`src/rtl/iq_fir_scheduler.sv`:
```
// iq_fir_scheduler: one shared pre-add/MAC engine time-multiplexed between the I and Q
// streams of a symmetric 8-tap low-pass FIR, with round-robin grant and valid/ready output.
module iq_fir_scheduler #(
  parameter int DATA_W = 5,
  parameter int COEF_W = 8,
  parameter logic signed [COEF_W-1:0] C0 = COEF_W'(-11),
  parameter logic signed [COEF_W-1:0] C1 = COEF_W'(2),
  parameter logic signed [COEF_W-1:0] C2 = COEF_W'(26),
  parameter logic signed [COEF_W-1:0] C3 = COEF_W'(48),
  parameter int FRAC = 7
) (
  input  logic                     clk,
  input  logic                     resetn,
  input  logic signed [DATA_W-1:0] i_data,
  input  logic                     i_valid,
  output logic                     i_ready,
  input  logic signed [DATA_W-1:0] q_data,
  input  logic                     q_valid,
  output logic                     q_ready,
  output logic signed [DATA_W-1:0] data_out,
  output logic                     out_chan,
  output logic                     out_valid,
  input  logic                     out_ready,
  output logic                     busy
);
  localparam int AW = DATA_W + COEF_W + 3;
  localparam int PW = DATA_W + 1 + COEF_W;
  localparam logic signed [AW-1:0] SMAX = AW'((1 <<< (DATA_W - 1)) - 1);
  localparam logic signed [AW-1:0] SMIN = AW'(-(1 <<< (DATA_W - 1)));

  typedef enum logic [1:0] {IDLE, MAC, HOLD} state_t;

  state_t state;
  logic [1:0] k;
  logic chan, last_q;
  logic signed [DATA_W-1:0] line_i [8];
  logic signed [DATA_W-1:0] line_q [8];
  logic signed [AW-1:0] acc, acc_next, shifted;
  logic signed [DATA_W:0] pre;
  logic signed [COEF_W-1:0] coef;
  logic signed [DATA_W-1:0] tap_a, tap_b, result;
  logic grant_i, grant_q, slot_free, load;

  // tap 7-k is {1,~k}, so each step pairs a tap with its mirror
  always_comb begin
    grant_i   = i_valid && (!q_valid || last_q);
    grant_q   = q_valid && (!i_valid || !last_q);
    i_ready   = resetn && state == IDLE && grant_i;
    q_ready   = resetn && state == IDLE && grant_q;
    tap_a     = chan ? line_q[{1'b0, k}] : line_i[{1'b0, k}];
    tap_b     = chan ? line_q[{1'b1, ~k}] : line_i[{1'b1, ~k}];
    coef      = k == 2'd0 ? C0 : k == 2'd1 ? C1 : k == 2'd2 ? C2 : C3;
    pre       = {tap_a[DATA_W-1], tap_a} + {tap_b[DATA_W-1], tap_b};
    acc_next  = acc + AW'(PW'(pre) * PW'(coef));
    shifted   = (state == HOLD ? acc : acc_next) >>> FRAC;
    result    = shifted > SMAX ? DATA_W'(SMAX) : shifted < SMIN ? DATA_W'(SMIN) : shifted[DATA_W-1:0];
    slot_free = !out_valid || out_ready;
    load      = slot_free && (state == HOLD || (state == MAC && k == 2'd3));
  end

  assign busy = state != IDLE;

  always_ff @(posedge clk or negedge resetn) begin
    if (!resetn) begin
      state     <= IDLE;
      k         <= 2'd0;
      chan      <= 1'b0;
      last_q    <= 1'b1;
      acc       <= '0;
      data_out  <= '0;
      out_chan  <= 1'b0;
      out_valid <= 1'b0;
      for (int j = 0; j < 8; j++) begin
        line_i[j] <= '0;
        line_q[j] <= '0;
      end
    end else begin
      if (out_ready) out_valid <= 1'b0;
      if (load) begin
        data_out  <= result;
        out_chan  <= chan;
        out_valid <= 1'b1;
      end
      case (state)
        IDLE: if (i_ready || q_ready) begin
          if (q_ready) begin
            line_q[0] <= q_data;
            for (int j = 7; j > 0; j--) line_q[j] <= line_q[j-1];
          end else begin
            line_i[0] <= i_data;
            for (int j = 7; j > 0; j--) line_i[j] <= line_i[j-1];
          end
          chan   <= q_ready;
          last_q <= q_ready;
          acc    <= '0;
          k      <= 2'd0;
          state  <= MAC;
        end
        MAC: begin
          acc <= acc_next;
          k   <= k + 2'd1;
          if (k == 2'd3) state <= load ? IDLE : HOLD;
        end
        HOLD: if (load) state <= IDLE;
        default: state <= IDLE;
      endcase
    end
  end
endmodule

```
`config.mk`:
```
export PLATFORM = sky130hd
export DESIGN_NAME = iq_fir_scheduler
export DESIGN_NICKNAME = d
export VERILOG_FILES = /design/src/rtl/iq_fir_scheduler.sv
export SDC_FILE = /design/constraint.sdc
export NUM_CORES = 1
export LEC_CHECK = 0
export CORE_AREA = 2 2 141 143
export DETAILED_ROUTE_END_ITERATION = 8
export DIE_AREA = 0 0 143 145
export PLACE_DENSITY = 0.54
export SKIP_CTS_REPAIR_TIMING = 1
export SYNTH_ARGS = -nofsm -noshare
export SYNTH_HDL_FRONTEND = slang
export SYNTH_SLANG_ARGS = --single-unit
```
`constraint.sdc`:
```
create_clock -name clk -period 18.95 [get_ports clk]
set_input_delay 3.79 -clock clk [delete_from_list [all_inputs] [get_ports clk]]
set_output_delay 3.79 -clock clk [all_outputs]
set_load 0.01 [all_outputs]
```
==> flow_summary_export.csv, run 1 <==
group,metric,value,unit
floorplan,dieArea,20740,µm²
final_layout,areaGrowthSynthToFinish,11.25,%
clock_network,cts_tree,"done",
critical_path,cp.required,15.16,ns
critical_path,worstRegToRegCells,26,
min_path,hold_end,"line_i[3]",
grt,grt_pass1_vias,5293,
final_layout,layout.nets,923,
critical_path,path_depth,6,
timing,max_freq,106.8,MHz
timing,setup_viol,0,
critical_path,slowest_stage,"clkdlybuf4s50_1",
critical_path,critical_path.max_stage_delay,0.50,ns
critical_path,start_kind,"primary input",
floorplan,die_h,145,µm
yosys,synthCells,803,
yosys,netlist.area_leader.share,35.93,%
yosys,ys_seq_elements,109,
timing,finalClockSkew,0.008192,ns
timing,rsz0062_at_grt,"no",
critical_path,timing.rr.end,"data_out[0]",
clock_network,clk_latency,0.35,ns
final_layout,antenna_cells,0,
clock_network,path_clk_slew,0.07,ns
yosys,async_flop_share,100.0,%
clock_network,clock-sinks,109,
min_path,holdPathStages,2,
clock_network,cts_buffers,9,
drt,drc_errors,0,
critical_path,setup.worst_path.end_class,"primary output",
floorplan,die_x,143,µm
grt,grt_start_max_net_pins,68,
timing,finalCriticalPeriod,9.361,ns
final_layout,drive_gt1_share,8.171,%
critical_path,r2r_start,"k[0]",
drt,drt.antenna.violating_nets,0,
yosys,avgSynthCellArea,9.366,µm²
critical_path,r2r_setup_slack,10.78,ns
flow_run,cap_violations,0,
final_layout,fillers,1887,
grt,overflow,0,
floorplan,rows,51,
timing,worstMarginPinSlew,0.8595,ns
critical_path,path_class,"primary input to primary output",
yosys,synth_fp_nets,911,
critical_path,cp_max_fo,45,
yosys,ys_warn_count,0,
timing,slew-limit-headroom,41.06,%
yosys,ys_seq_area_share,36.28,%
floorplan,io_pins,25,
timing,post-route-period-util,49.40,%
critical_path,cp.arrival,5.57,ns
min_path,min_from,"line_i[3]",
floorplan,core,19210,µm²
drt,wl_per_cell,14.75,µm
grt,antenna_found_initial,0,
yosys,synth_top_flop_cell,"dfrtp_1",
timing,finalSetupTns,0,ns
drt,firstDrtPassIters,4,
drt,vias,5283,
yosys,synthTopCellsByArea,"dfrtp_1 (36%), nand2_1 (13%), fa_1 (13%)",
yosys,synth_edf_count,0,
placement,dpl.hpwl,11470,µm
placement,place_congestion,0.8091,
yosys,yosys.area.top_type,"dfrtp_1",
outcome,outcome,"completed",
timing,hold_viol_final,0,
yosys,yosysUniqueCellTypes,53,
drt,routed_wl,16010,µm
min_path,hp-class,"flop to flop",
clock_network,cts_buffer_depth,2,
placement,portBuffers,24,
critical_path,path_buf_inv,5,
floorplan,start_util,39.16,%
timing,finalMaxSlewViolations,0,
drt,drt-initial-drc-count,246,
clock_network,htree_levels,3,
critical_path,path_delay_family,"buffers and inverters",
clock_network,clock-root-buffer,"clkbuf_16",
critical_path,cp-startpoint,"q_valid",
critical_path,crit_chain,"clkdlybuf4s50_1 > inv_1 > o2111ai_4 > buf_4 > inv_1 > clkdlybuf4s50_1",
yosys,synthesis.area,7521,µm²
drt,viasPerCell,4.869,
grt,grt_pass1_wl,27340,µm
grt,globalRouteTotalUtil,16.43,%
[Yosys cell counts (all sizes together), types with 5 or more instances]
cell type,n
clkbuf,27
a31oi,6
a211oi,7
mux2,10
nor2,14
a21oi,12
o211ai,5
mux4,20
o21ai,19
and2,10
nand3,5
nor3,5
ha,46
a22o,7
nand2,270
fa,47
inv,92
o31ai,9
nor2b,16
a21o,6
xnor2,10
dfrtp,108
[stage by stage]
step           hold slack [ns]  setup WS, ns  utilization, %  instances  area (µm²)
3_3_place_gp            0.4577         9.590           41.94       1069        8055
2_1_floorplan           0.4411         10.53               -        803        7521
3_5_place_dp            0.4609         9.582           41.94       1069        8055
4_1_cts                 0.4833         9.576           43.56       1085        8367
6_report                0.4765         9.590           43.56       1085        8367
5_1_grt                 0.5077         9.491           43.56       1085        8367
[placed cells by master, fill, tap and decap left out, types with 2 or more instances in the layout]
cell type	n
a22o_1	7
nor2_1	13
mux2i_1	4
buf_4	9
o211ai_1	5
clkbuf_16	9
ha_1	46
nor3b_1	2
o31a_1	3
nor3_1	5
a21o_1	5
clkdlybuf4s50_1	23
dfrtp_1	108
a211oi_1	7
a21oi_1	12
xnor2_1	10
xor2_1	4
inv_1	92
nand2_1	270
o31ai_1	9
fa_1	47
nand2b_1	4
o21ai_0	19
a31oi_1	5
mux2_2	10
or2_2	2
clkbuf_8	2
nor4_1	2
o21a_1	4
nand3_1	5
o32ai_1	4
nor2b_1	16
mux4_2	20
and2_1	10
[area by class of cell]
| type | count | area, µm² | share of cell area, % |
|---|---|---|---|
| Multi-Input combinational cell | 571 | 4352 | 52.01 |
| Sequential cell | 109 | 2729 | 32.62 |
| Inverter | 92 | 345.3 | 4.127 |
| Tap cell | 265 | 331.6 | 3.963 |
| Timing Repair Buffer | 32 | 297.8 | 3.559 |
| Clock buffer | 12 | 256.5 | 3.066 |
| Clock inverter | 4 | 55.05 | 0.6580 |
[cell families (layout without fill, tap and decap cells)]
kind of cell	Yosys count	count (layout)	share of synthesized area, %
AO/OA/AOI/OAI	92	92	8.917
AND/OR/NAND/NOR	338	338	18.85
flip-flops	109	109	36.28
buffers and inverters	123	140	6.139
XOR/XNOR	14	14	1.630
multiplexers	34	34	8.019
adder cells (fa/ha/maj)	93	93	20.16
[worst reg2reg max path: cells and delay by family, from the launching register on]
family                   cells  cell delay [ns]
adder cells (fa/ha/maj)      6             3.02
multiplexers                 3             1.55
AND/OR/NAND/NOR              6             1.25
AO/OA/AOI/OAI                5             1.09
buffers and inverters        6             0.81
flip-flops                   1             0.33
[sequential cells by signal (all words and copies together) (netlist names)]
| name | flops |
|---|---|
| out_valid | 1 |
| last_q | 1 |
| acc | 16 |
| chan | 1 |
| data_out | 5 |
| out_chan | 1 |
| state | 2 |
| k | 2 |
| line_i | 40 |
| line_q | 40 |
[metal layers]
layer,vias to the layer above,global-route usage (%),routed length [µm]
met5,-,0,0
met4,0,3.366,172
met3,14,1.650,359
met2,53,25.89,7635
met1,2592,24.66,7839
li1,2624,-,-
[how the worst max path moves through the flow]
| stage | end |
|---|---|
| floorplan | i_ready |
| global placement | i_ready |
| detailed placement | i_ready |
| CTS | i_ready |
| global route | i_ready |
| finish | i_ready |
Power of run 1 is left out: the tool's default activity adds up to more than one toggle a clock period on the data nets, which glitch-free logic cannot reach.
==> run 2, diff against run 1 <==
- PLACE_DENSITY: 0.54 -> 0.56
- clock period: 18.95 -> 7.63 ns (I/O delays scaled with it)
==> flow_summary_export.csv, run 2 (synthesis results as in run 1) <==
group,metric,value,unit
final_layout,antenna_cells,0,
timing,finalMaxSlewViolations,0,
timing,finalCriticalPeriod,7.209,ns
timing,rsz0062_at_grt,"no",
drt,viasPerCell,4.960,
timing,slew-limit-headroom,44.43,%
floorplan,rows,51,
timing,setup_slack,0.4207,ns
floorplan,die_x,143,µm
placement,place_ws,0.2032,ns
timing,finalClockSkew,0.01401,ns
floorplan,io_pins,25,
drt,wl_per_cell,15.23,µm
floorplan,start_util,39.16,%
final_layout,areaGrowthSynthToFinish,12.81,%
drt,drc_errors,0,
drt,firstDrtPassIters,4,
grt,grt_start_max_net_pins,61,
min_path,holdPathStages,2,
min_path,hp-class,"flop to flop",
critical_path,r2r_setup_slack,0.42,ns
critical_path,worstRegToRegCells,27,
flow_run,cap_violations,0,
grt,grt_pass1_wl,28840,µm
timing,setup_viol,0,
critical_path,cp.arrival,7.45,ns
floorplan,die_h,145,µm
clock_network,cts_buffers,9,
final_layout,drive_gt1_share,10.14,%
clock_network,clock-root-buffer,"clkbuf_16",
placement,place_area,8140,µm²
timing,worstMarginPinSlew,0.8329,ns
final_layout,postLayoutCellArea,8484,µm²
grt,antenna_found_initial,0,
placement,dpl.hpwl,12070,µm
drt,drt-initial-drc-count,302,
critical_path,r2r_start,"k[0]",
critical_path,path_class,"flop to flop",
critical_path,start_kind,"flop",
critical_path,cp_max_fo,19,
floorplan,core,19210,µm²
placement,place_congestion,0.8217,
grt,overflow,0,
floorplan,dieArea,20740,µm²
final_layout,reg_top3,"line_i: 40 flops, line_q: 40 flops, acc: 16 flops",
timing,finalSetupTns,0,ns
clock_network,cts_tree,"done",
clock_network,htree_levels,3,
critical_path,setup.worst_path.end_class,"flop",
drt,vias,5421,
grt,grt_pass1_vias,5550,
clock_network,clock-sinks,109,
timing,hold_viol_final,0,
final_layout,final_common_cell,"nand2_1",
drt,drt.antenna.violating_nets,0,
critical_path,cp.required,7.87,ns
min_path,hold_end,"line_i[3]",
drt,routed_wl,16640,µm
clock_network,cts_buffer_depth,2,
placement,portBuffers,24,
clock_network,path_clk_slew,0.08,ns
grt,globalRouteTotalUtil,17.38,%
timing,post-route-period-util,94.49,%
final_layout,mostFrequentLayoutCells,"nand2_1 (270), dfrtp_1 (108), inv_1 (92)",
final_layout,layout.nets,931,
final_layout,fillers,1864,
timing,max_freq,138.7,MHz
clock_network,clk_latency,0.36,ns
min_path,min_from,"line_i[3]",
outcome,outcome,"completed",
critical_path,timing.rr.end,"data_out[0]",
-- run 2: cell count changes in the layout (fill, tap and decap cells not counted), sizes merged --
cell      delta
buf          +8
bufinv       -1
clkbuf       -3
clkinv       +1
clkinvlp     +1
inv          +2
-- run 2: routing by layer --
| layer | up-vias | GRT usage (%) | part of all wire (%) |
|---|---|---|---|
| met4 | 0 | 4.158 | 1.6 |
| met1 | 2663 | 24.80 | 47 |
| met3 | 19 | 2.211 | 2.9 |
| met5 | - | 0 | 0 |
| met2 | 84 | 28.23 | 48 |
| li1 | 2655 | - | - |
-- run 2: through the flow --
step,hold WS (ns),util (%),std cells
detailed placement,0.4609,42.38,1077
global route,0.5127,44.17,1093
floorplan,0.4411,-,803
global placement,0.4557,42.38,1077
finish,0.4745,44.17,1093
CTS,0.4824,43.96,1093
-- run 2: how the worst max path moves through the flow --
stage	depth (start not counted)	slack [ns]	to	from
after detailed placement	27	0.20	data_out[3]	k[0]
after floorplan	25	0.11	data_out[0]	k[0]
after CTS	27	0.18	data_out[0]	k[0]
final	27	0.42	data_out[0]	k[0]
after global placement	27	0.26	data_out[2]	k[0]
after global routing	27	0.01	data_out[0]	k[0]
-- run 2: worst max-delay path: stages, from the launching register on --
cell,delay [ns]
dfrtp_1,0.39
buf_12,0.21
mux4_2,0.51
mux2i_1,0.29
inv_1,0.08
ha_1,0.30
a21o_1,0.16
a21oi_1,0.21
nor2b_1,0.07
nor3_1,0.13
mux2i_1,0.12
nor2_1,0.13
inv_1,0.08
fa_1,0.50
fa_1,0.55
inv_1,0.05
fa_1,0.54
inv_1,0.06
fa_1,0.53
inv_1,0.05
ha_1,0.34
o211ai_1,0.17
o211ai_1,0.28
a2111o_1,0.47
nand3_1,0.12
o211ai_1,0.16
a2111oi_4,0.45
o32ai_1,0.16
-- run 2: area by class of cell --
type                    instances  area, µm²  share of cell area, %
clock buffers                   9      225.2                  2.654
clock inverters                 7      77.57                 0.9143
inverters                      92      345.3                  4.070
multi-input cells             571       4393                  51.78
flip-flops and latches        109       2729                  32.16
well taps                     265      331.6                  3.908
repair buffers                 40      382.9                  4.513
Power of run 2 is left out for the same reason.
==> run 3, diff against run 2 <==
- GPL_ROUTABILITY_DRIVEN: not set -> 0
==> results of run 3 <==
The final DEF is identical to that of run 2; final timing and power are the same.
Power of run 3 is left out for the same reason.
